--- config.mk ---
export PLATFORM = sky130hd
export DESIGN_NAME = hazard_fwd_ctrl
export DESIGN_NICKNAME = d
export VERILOG_FILES = /design/src/rtl/hazard_fwd_ctrl_pkg.sv /design/src/rtl/hazard_fwd_ctrl_fwd_match.sv /design/src/rtl/hazard_fwd_ctrl.sv
export SDC_FILE = /design/constraint.sdc
export NUM_CORES = 1
export LEC_CHECK = 0
export CAP_MARGIN = 20
export CORE_ASPECT_RATIO = 1.1
export CORE_MARGIN = 1
export CORE_UTILIZATION = 35
export DETAILED_ROUTE_END_ITERATION = 8
export GPL_TIMING_DRIVEN = 0
export REMOVE_ABC_BUFFERS = 1
export SLEW_MARGIN = 10
export SYNTH_ARGS = -nofsm -noshare
export SYNTH_HDL_FRONTEND = slang
export SYNTH_HIERARCHICAL = 1
export SYNTH_SLANG_ARGS = --single-unit
export TNS_END_PERCENT = 50
--- constraint.sdc ---
create_clock -name clk -period 1.9 [get_ports clk]
set_input_delay 0.38 -clock clk [delete_from_list [all_inputs] [get_ports clk]]
set_output_delay 0.38 -clock clk [all_outputs]
set_load 0.1 [all_outputs]
--- src/rtl/hazard_fwd_ctrl_pkg.sv ---
// Shared CPU definitions for hazard and forwarding control:
// register-index width and execute operand-source encodings.
package hazard_fwd_ctrl_pkg;

    localparam int REG_AW = 5;

    typedef enum logic [1:0] {
        FWD_REG = 2'b00,
        FWD_MEM = 2'b01,
        FWD_WB  = 2'b10
    } fwd_sel_e;

endpackage

--- src/rtl/hazard_fwd_ctrl_fwd_match.sv ---
// Per-operand producer match: near producer (a) wins over far producer (b),
// and writes to index 0 never match.
module fwd_match
    import hazard_fwd_ctrl_pkg::*;
#(
    parameter int AW = 5
) (
    input  logic [AW-1:0] i_rs,
    input  logic          i_use,
    input  logic [AW-1:0] i_a_rd,
    input  logic          i_a_wr,
    input  logic [AW-1:0] i_b_rd,
    input  logic          i_b_wr,
    output fwd_sel_e      o_sel
);

    logic w_a_hit;
    logic w_b_hit;

    assign w_a_hit = i_use & i_a_wr & (i_a_rd != '0) & (i_a_rd == i_rs);
    assign w_b_hit = i_use & i_b_wr & (i_b_rd != '0) & (i_b_rd == i_rs);

    always_comb begin
        o_sel = FWD_REG;
        if (w_a_hit) begin
            o_sel = FWD_MEM;
        end else if (w_b_hit) begin
            o_sel = FWD_WB;
        end
    end

endmodule

--- src/rtl/hazard_fwd_ctrl.sv ---
// Load-use stall, branch flush and operand forwarding control for a
// five-stage pipeline, driven by per-stage shadows of register usage.
module hazard_fwd_ctrl
    import hazard_fwd_ctrl_pkg::*;
#(
    parameter int REG_AW = hazard_fwd_ctrl_pkg::REG_AW
) (
    input  logic              clk,
    input  logic              rst,
    input  logic [REG_AW-1:0] D_rs1,
    input  logic [REG_AW-1:0] D_rs2,
    input  logic [REG_AW-1:0] D_rd,
    input  logic              D_use_rs1,
    input  logic              D_use_rs2,
    input  logic              D_reg_write,
    input  logic              D_is_load,
    input  logic              E_branch_taken,
    output logic              D_rs1_data_sel,
    output logic              D_rs2_data_sel,
    output logic [1:0]        E_rs1_data_sel,
    output logic [1:0]        E_rs2_data_sel,
    output logic              stall,
    output logic              flush
);

    logic [REG_AW-1:0] r_e_rs1;
    logic [REG_AW-1:0] r_e_rs2;
    logic [REG_AW-1:0] r_e_rd;
    logic              r_e_use1;
    logic              r_e_use2;
    logic              r_e_rw;
    logic              r_e_ld;
    logic [REG_AW-1:0] r_m_rd;
    logic              r_m_rw;
    logic              r_m_ld;
    logic [REG_AW-1:0] r_w_rd;
    logic              r_w_rw;

    logic              w_load_use;
    logic              w_bubble;
    logic              w_m_fwd_ok;
    fwd_sel_e          w_d1_sel;
    fwd_sel_e          w_d2_sel;
    fwd_sel_e          w_e1_sel;
    fwd_sel_e          w_e2_sel;

    assign w_load_use = r_e_ld & r_e_rw & (r_e_rd != '0)
                      & ((D_use_rs1 & (D_rs1 == r_e_rd))
                       | (D_use_rs2 & (D_rs2 == r_e_rd)));

    assign w_bubble = w_load_use | E_branch_taken;

    // Load data is not ready in M, so only ALU results forward from there.
    assign w_m_fwd_ok = r_m_rw & ~r_m_ld;

    fwd_match #(.AW(REG_AW)) u_d1 (
        .i_rs   (D_rs1),
        .i_use  (D_use_rs1),
        .i_a_rd ('0),
        .i_a_wr (1'b0),
        .i_b_rd (r_w_rd),
        .i_b_wr (r_w_rw),
        .o_sel  (w_d1_sel)
    );

    fwd_match #(.AW(REG_AW)) u_d2 (
        .i_rs   (D_rs2),
        .i_use  (D_use_rs2),
        .i_a_rd ('0),
        .i_a_wr (1'b0),
        .i_b_rd (r_w_rd),
        .i_b_wr (r_w_rw),
        .o_sel  (w_d2_sel)
    );

    fwd_match #(.AW(REG_AW)) u_e1 (
        .i_rs   (r_e_rs1),
        .i_use  (r_e_use1),
        .i_a_rd (r_m_rd),
        .i_a_wr (w_m_fwd_ok),
        .i_b_rd (r_w_rd),
        .i_b_wr (r_w_rw),
        .o_sel  (w_e1_sel)
    );

    fwd_match #(.AW(REG_AW)) u_e2 (
        .i_rs   (r_e_rs2),
        .i_use  (r_e_use2),
        .i_a_rd (r_m_rd),
        .i_a_wr (w_m_fwd_ok),
        .i_b_rd (r_w_rd),
        .i_b_wr (r_w_rw),
        .o_sel  (w_e2_sel)
    );

    assign D_rs1_data_sel = ~rst & (w_d1_sel == FWD_WB);
    assign D_rs2_data_sel = ~rst & (w_d2_sel == FWD_WB);
    assign E_rs1_data_sel = rst ? FWD_REG : w_e1_sel;
    assign E_rs2_data_sel = rst ? FWD_REG : w_e2_sel;
    assign stall          = ~rst & w_load_use & ~E_branch_taken;
    assign flush          = ~rst & E_branch_taken;

    always_ff @(posedge clk) begin
        if (rst) begin
            r_e_rs1  <= '0;
            r_e_rs2  <= '0;
            r_e_rd   <= '0;
            r_e_use1 <= 1'b0;
            r_e_use2 <= 1'b0;
            r_e_rw   <= 1'b0;
            r_e_ld   <= 1'b0;
            r_m_rd   <= '0;
            r_m_rw   <= 1'b0;
            r_m_ld   <= 1'b0;
            r_w_rd   <= '0;
            r_w_rw   <= 1'b0;
        end else begin
            if (w_bubble) begin
                r_e_rs1  <= '0;
                r_e_rs2  <= '0;
                r_e_rd   <= '0;
                r_e_use1 <= 1'b0;
                r_e_use2 <= 1'b0;
                r_e_rw   <= 1'b0;
                r_e_ld   <= 1'b0;
            end else begin
                r_e_rs1  <= D_rs1;
                r_e_rs2  <= D_rs2;
                r_e_rd   <= D_rd;
                r_e_use1 <= D_use_rs1;
                r_e_use2 <= D_use_rs2;
                r_e_rw   <= D_reg_write;
                r_e_ld   <= D_is_load;
            end
            r_m_rd <= r_e_rd;
            r_m_rw <= r_e_rw;
            r_m_ld <= r_e_ld;
            r_w_rd <= r_m_rd;
            r_w_rw <= r_m_rw;
        end
    end

endmodule
==> qor.yml <==
status: "finished, violations left"
violations: "setup timing"
die_w_um: 70.2
place_ws_ns: -1.86
post-route-drc-count: 0
clock_power_share_pct: 39.3
path_clk_slew_ns: 0.07
ant_nets: 0
layout.cells.most_common_list: "xnor2_1, nand2_1, conb_1"
cellLeakagePower_nw: 0.900
grt_pass1_vias: 1530
cts.sinks: 32
drt_pass1_iterations: 4
port_buffers: 29
dp_hpwl_mm: 3.03
cp_slowest_cell: "or3_4"
dp_cells: 292
clk_root_buffer_cell: "clkbuf_8"
ys_types: 28
final_core_util_pct: 54.4
tns_ns: -1.16
start_kind: "flip-flop"
register_area_um2: 679
clk_latency_ns: 0.29
power.share.switching_pct: 25.5
min_period_ns: 2.10
setup_viol: 7
start_util_pct: 37.5
final_common_cell: "xnor2_1"
ys_warn_count: 6
endpoint_kind: "primary output"
cts_tree: "built"
cts_buffers: 5
initialDrtViolationCount: 31
gp_congestion: 0.803
p_seq_share_pct: 44.7
grt_max_degree: 22
htree_levels: 2
clockBufferDepth: 2
multi_input_area_um2: 1320
drt-total-wl_mm: 4.65
track_usage_pct: 18.8
arrival_ns: 1.72
nNetsFinal: 273
critPathKind: "flip-flop to primary output"
ioPinCount: 30
worstPathCellList: "or3_4 > o311a_4 > and3_4 > buf_12"
syn_to_final_growth_pct: 45.3
grt_pass1_wl_mm: 7.67
rsz0062_at_grt: "true"
drv_slew: 0
p_total_mw: 1.62
ir_drop_mv: 0.327
syn_inst: 199
maxCapViolations: 0
wl_per_cell_um: 15.1
antenna_cells: 0
worst_slack_ns: -0.199
power.switching_mw: 0.412
core_um2: 4780
ys_ff_latch: 32
cpPeakStageDelay_ns: 0.40
p_int_mw: 1.20
instances_no_fill: 308
drive_gt1_share_pct: 32.5
avgSynthCellArea_um2: 9.00
hp-class: "flip-flop to flip-flop"
fin_worst_skew_ns: 0.0104
cp.required_ns: 1.52
fin_crit_sh_pct: 110
grt_overflow: 0
worst_slew_pin_slew_ns: 0.543
die_y_um: 77.0
syn_area_um2: 1790
ys_seq_area_share_pct: 35.8
powerDensity_nw_per_um2: 621
final-hold-violation-count: 0
dieArea_um2: 5410
fill_cells: 431
antenna_found_initial: 0
relSlewSlack_pct: 63.8
fmax_mhz: 476
pwr-share-comb_pct: 16.0
placementRows: 26
worstPathMaxFanout: 4
vias: 1541
viasPerCell: 5.00
-- power groups by stage --
stage               combinational (mW)  clock [mW]  sequential (mW)
finish                           0.259       0.634            0.723
global route                     0.284       0.684            0.725
CTS                              0.257       0.634            0.724
detailed placement               0.226           0            0.737
global placement                 0.220           0            0.736
floorplan                        0.136           0            0.727
-- registers in the layout, indices dropped and copies added, names as in the netlist --
register and count:
r_e_rd 5, r_w_rd 5, r_e_ld 1, r_e_rw 1, r_e_use2 1, r_m_rw 1, r_e_rs2 5, r_m_rd 5
r_e_rs1 5, r_m_ld 1, r_w_rw 1, r_e_use1 1
-- area by class of cell --
type,count,share of cell area [%]
tap,56,2.69
timing repair buffer,36,15.1
inverter,8,1.15
clock inverter,2,1.35
clock buffer,6,2.79
sequential,32,26.1
multi-input combinational,168,50.8
-- synth_stat cells --
cell,count,area [um^2]
buf_2,1,5.00
xor2_1,4,35.0
nor4_1,4,25.0
dfxtp_1,32,641
o41ai_2,4,65.1
o22ai_1,1,6.26
and3_1,1,6.26
buf_4,4,30.0
nand3_1,4,20.0
o21ai_0,4,20.0
nand2_1,21,78.8
nor2_1,1,3.75
a2111oi_2,4,60.1
a21oi_1,19,95.1
clkbuf_1,4,15.0
nor3b_1,2,15.0
or3_1,1,6.26
o2111ai_1,4,35.0
o211ai_1,4,30.0
inv_1,8,30.0
nor3_2,4,40.0
nor2b_1,19,119
xnor2_1,38,333
buf_6,2,22.5
conb_1,1,3.75
buf_1,1,3.75
o311a_1,1,10.0
nand4_1,6,37.5
-- routing by layer --
metal	vias to the layer above	wire (um)	track usage [%]
met5	-	0	0
met4	0	92	9.40
met3	13	224	4.99
met2	42	2350	30.0
met1	710	1980	23.1
li1	776	-	-
-- critical path: cells and delay by family (launching register included) --
family	cells	cell delay, ns
AND/OR/NAND/NOR	2	0.59
flip-flops	1	0.36
AO/OA/AOI/OAI	1	0.31
buffers and inverters	1	0.16
-- path summary, 6_finish.rpt --
check	startpoint	to	slack, ns	cells past startpoint
max	r_e_rd[1]	stall	-0.20	4
min	r_m_rw	r_w_rw	0.46	1
max reg2reg	r_e_rd[4]	r_e_rs1[1]	0.27	5
min reg2reg	r_m_rw	r_w_rw	0.46	1
-- logic make-up after synthesis --
logic type	synth area share, %
DFF	35.8
xor gates and xnor gates	20.5
AOI/OAI and AO/OA	17.9
and+or+nand+nor	19.6
other	0.209
buffers and inverters	5.94
-- metrics by stage --
| stage | hold slack, ns | cell area, um^2 |
|---|---|---|
| 6_report | 0.464 | 2600 |
| 5_1_grt | 0.473 | 2600 |
| 4_1_cts | 0.460 | 2560 |
| 3_5_place_dp | 0.446 | 2160 |
| 3_3_place_gp | 0.435 | 2150 |
| 2_1_floorplan | 0.430 | 1790 |
-- repair_timing --
item,4_1_cts,5_1_grt
cloned,2,0
buffers inserted,5,1
setup endpoints to repair,27,8
hold buffers,0,0
pin swaps,15,7
gates resized for setup,138,17
Power figures use the tool's default switching activity.
